## config.mk

```make
export PLATFORM = sky130hd
export DESIGN_NAME = sync_fifo_fwft
export DESIGN_NICKNAME = d
export VERILOG_FILES = /design/src/rtl/sync_fifo_fwft.sv
export SDC_FILE = /design/constraint.sdc
export NUM_CORES = 1
export LEC_CHECK = 0
export CORE_MARGIN = 3
export CORE_UTILIZATION = 35
export DETAILED_ROUTE_END_ITERATION = 7
export PLACE_DENSITY = 0.6
export SYNTH_ARGS = -nofsm -noshare
export SYNTH_HDL_FRONTEND = slang
export SYNTH_SLANG_ARGS = --single-unit
```

## constraint.sdc

```tcl
create_clock -name clk_i -period 2.3 [get_ports clk_i]
set_input_delay 0.46 -clock clk_i [delete_from_list [all_inputs] [get_ports clk_i]]
set_output_delay 0.46 -clock clk_i [all_outputs]
set_load 0.02 [all_outputs]
```

## src/rtl/sync_fifo_fwft.sv

```systemverilog
// sync_fifo_fwft: synchronous first-word-fall-through FIFO.
//   clk_i      clock
//   rst_ni     asynchronous active-low clear (pointers and storage)
//   wr_en_i    write request; ignored when full unless a read happens too
//   wr_data_i  write word
//   rd_en_i    read request; ignored when empty
//   rd_data_o  head entry, valid whenever empty_o is low
//   full_o     DEPTH entries held
//   empty_o    no entries held
module sync_fifo_fwft #(
   parameter int unsigned WIDTH = 6,
   parameter int unsigned DEPTH = 4
) (
   input  logic             clk_i,
   input  logic             rst_ni,
   input  logic             wr_en_i,
   input  logic [WIDTH-1:0] wr_data_i,
   input  logic             rd_en_i,
   output logic [WIDTH-1:0] rd_data_o,
   output logic             full_o,
   output logic             empty_o
);

   localparam int unsigned AW = $clog2(DEPTH);

   logic [AW:0]      wr_ptr_q, wr_ptr_d;
   logic [AW:0]      rd_ptr_q, rd_ptr_d;
   logic [WIDTH-1:0] mem_q [DEPTH];
   logic             wr_ok, rd_ok;

   assign empty_o   = (wr_ptr_q == rd_ptr_q);
   // Extra pointer MSB distinguishes full from empty when the indices match.
   assign full_o    = (wr_ptr_q[AW] != rd_ptr_q[AW]) &&
                      (wr_ptr_q[AW-1:0] == rd_ptr_q[AW-1:0]);
   assign rd_data_o = mem_q[rd_ptr_q[AW-1:0]];

   assign rd_ok = rd_en_i & ~empty_o;
   // A write into a full FIFO is fine when the head is consumed on the same edge.
   assign wr_ok = wr_en_i & (~full_o | rd_ok);

   always_comb begin
      wr_ptr_d = wr_ptr_q;
      rd_ptr_d = rd_ptr_q;
      if (wr_ok) wr_ptr_d = wr_ptr_q + (AW+1)'(1);
      if (rd_ok) rd_ptr_d = rd_ptr_q + (AW+1)'(1);
   end

   always_ff @(posedge clk_i or negedge rst_ni) begin
      if (!rst_ni) begin
         wr_ptr_q <= '0;
         rd_ptr_q <= '0;
      end else begin
         wr_ptr_q <= wr_ptr_d;
         rd_ptr_q <= rd_ptr_d;
      end
   end

   // Storage is cleared too, so the head reads as zero straight after reset.
   always_ff @(posedge clk_i or negedge rst_ni) begin
      if (!rst_ni) begin
         mem_q <= '{default: '0};
      end else if (wr_ok) begin
         mem_q[wr_ptr_q[AW-1:0]] <= wr_data_i;
      end
   end

endmodule

```

==> impl_metrics.yaml <==
synthesis:
  synth.distinct_cells: 32
  synth_common_cells: "dfrtp_1 (30), o2bb2ai_1 (24), nand2_1 (8)"
  synth_edf_count: 0
  synth_top_area_share_pct: 44.0
  synthCells: 119
  yosysWarnings: 0
  synthFlopType: "dfrtp_1"
  syn-cell-area_um2: 1710
  synth_top_cell_by_area: "dfrtp_1"
  ys_top_cells_by_area: "dfrtp_1 (44%), o2bb2ai_1 (12%), mux4_2 (7.9%), o41ai_2 (6.7%), o41ai_4 (6.4%)"
  synth-async-reset-ratio_pct: 100
  synth_seq_cells: 30
  seq_area_frac_synth_pct: 44.0
  syn_avg_cell_area_um2: 14.4
  yosysMostFrequentCell: "dfrtp_1"
  synthesis.nets: 134
timing:
  fin_crit_ns: 2.23
  fin_setup_tns_ns: 0
  max_freq_ghz: 0.449
  setup_viol: 0
  max_slew_margin_pct: 57.4
  fin_crit_sh_pct: 96.9
  tightest_slew_ns: 0.636
  hold_viol_final: 0
  finClkSkew_ns: 0.0119
  slew_violations: 0
  rsz0062_at_grt: "false"
power:
  peakVddDrop_v: 0.000752
  fin_total_pwr_w: 0.00333
  pwr_density_cell_nw_per_um2: 1600
  p_leak_nw: 0.856
critical_path:
  r2r_cells: 4
  crit_fanout: 8
  path_cells: "buf_12 > mux4_2 > dlygate4sd2_1"
  slowest_stage: "mux4_2"
  cpPeakStageDelay_ns: 0.51
  start_kind: "flip-flop"
  crit_type: "reg2out"
  r2r-start: "wr_ptr_q[1]"
  critPathRequiredTime_ns: 1.84
  startpoint: "rd_ptr_q[0]"
  worst_ep_arrival_time_ns: 1.77
  end_kind: "output pin"
drt:
  drt-pass1-iter-count: 4
  drc: 0
  drtIter0Drc: 77
  via_count: 1180
  avgViaCountPerCell: 5.51
  ant_nets: 0
  wl_per_cell_um: 18.3
  routed_wirelength_um: 3920
clock_network:
  path_clk_slew_ns: 0.07
  holdBufCountCts: 0
  numCtsBuffers: 5
  clock_path_buffers: 2
  cts_htree_levels: 2
  root_buffer: "clkbuf_8"
  cts_setup_buffers: 0
  numClockSinks: 30
  cts_tree: "built"
  insertion_delay_ns: 0.28
hold_path:
  hold_depth: 1
  worstHoldStart: "mem_q[9]"
  hold_path.class: "reg2reg"
cells_and_area:
  fin_nets: 164
  area_growth_pct: 22.0
  drive_gt1_share_pct: 30.2
  fillers: 407
  multi_input_area_um2: 882
  antennaDiodeCount: 0
  register_area_um2: 752
  fin_util_pct: 45.9
grt:
  grt_max_degree: 31
  overflow: 0
  grt_pass1_wl_um: 6550
  antenna_found_initial: 0
  grt_pass1_vias: 1277
  track_usage_pct: 15.8
die:
  die_h_um: 75.9
  dieArea_um2: 5750
  core_um2: 4530
  num_io_pins: 18
  rows: 24
  start_util_pct: 37.7
  die_width_um: 75.9
placed_design:
  dp_hpwl_um: 2840
  portBuffers: 17
  finalWeightedCongestion: 0.793
run_status:
  outcome: "complete, no violations"
job:
  cap_violations: 0
cell usage in the layout, fill, tap and decap left out, types with 2 or more instances in the layout:
cell and instances:
o41ai_2 7, buf_4 13, nor2_1 2, dlygate4sd2_1 8, clkdlybuf4s50_1 9, ha_1 5, inv_1 3, mux4_2 6
dfrtp_1 29, o41ai_4 4, clkinv_2 2, nand2_1 8, o2bb2ai_1 24, o211ai_1 2, clkbuf_8 5, and2_1 4
critical path: cells and delay by family (launching register included):
kind | cells | cell delay [ns]
buffers and inverters | 2 | 0.52
flip-flops | 1 | 0.45
multiplexers | 1 | 0.51
timing repair:
item,in CTS,in global routing
hold endpoints to repair,0,0
endpoints found under the setup margin,8,0
resized for setup,9,0
area by class of cell:
type,count,area share [%]
Tap cell,65,3.90
Clock inverter,2,0.480
Inverter,3,0.541
Multi-Input combinational cell,78,42.3
Clock buffer,5,3.30
Timing Repair Buffer,31,13.3
Sequential cell,30,36.1
cell families after synthesis:
family | after synthesis | share of synthesized area [%]
AOI/OAI and AO/OA | 42 | 28.9
DFF | 30 | 44.0
and+or+nand+nor | 18 | 5.06
buffers and inverters | 11 | 4.39
muxes | 8 | 9.45
xor gates and xnor gates | 5 | 4.54
adders and majority gates | 5 | 3.66
report_power, final:
part	switching, W	internal, W
Clock	0.000203	0.000203
Sequential	0.000207	0.000782
Combinational	0.00110	0.000836
registers in the layout (all words and copies together) (netlist names):
| signal | cells |
|---|---|
| rd_ptr_q | 3 |
| wr_ptr_q | 3 |
| mem_q | 24 |
metrics by stage:
stage	instances	instance area, um^2	hold slack, ns	worst slack [ns]
2_1_floorplan	119	1710	0.164	0.312
3_3_place_gp	207	2010	0.467	0.161
3_5_place_dp	207	2010	0.472	0.102
4_1_cts	214	2080	0.487	0.0609
5_1_grt	214	2080	0.498	0.0128
6_report	214	2080	0.487	0.0714
final timing paths:
kind | endpoint | slack [ns]
worst max-delay path | rd_data_o[0] | 0.07
worst min-delay path | mem_q[9] | 0.49
worst max register to register | mem_q[0] | 0.49
worst min register to register | mem_q[9] | 0.49
max in group asynchronous | mem_q[15] | 1.43
min in group asynchronous | wr_ptr_q[1] | 0.56
layer usage:
metal | vias up | wire length (um) | GRT usage [%]
li1 | 532 | - | -
met1 | 597 | 1820 | 21.3
met2 | 39 | 1810 | 24.4
met3 | 12 | 195 | 4.49
met4 | 0 | 89 | 5.63
met5 | - | 0 | 0
No activity file was read; power rests on OpenSTA's default activity.
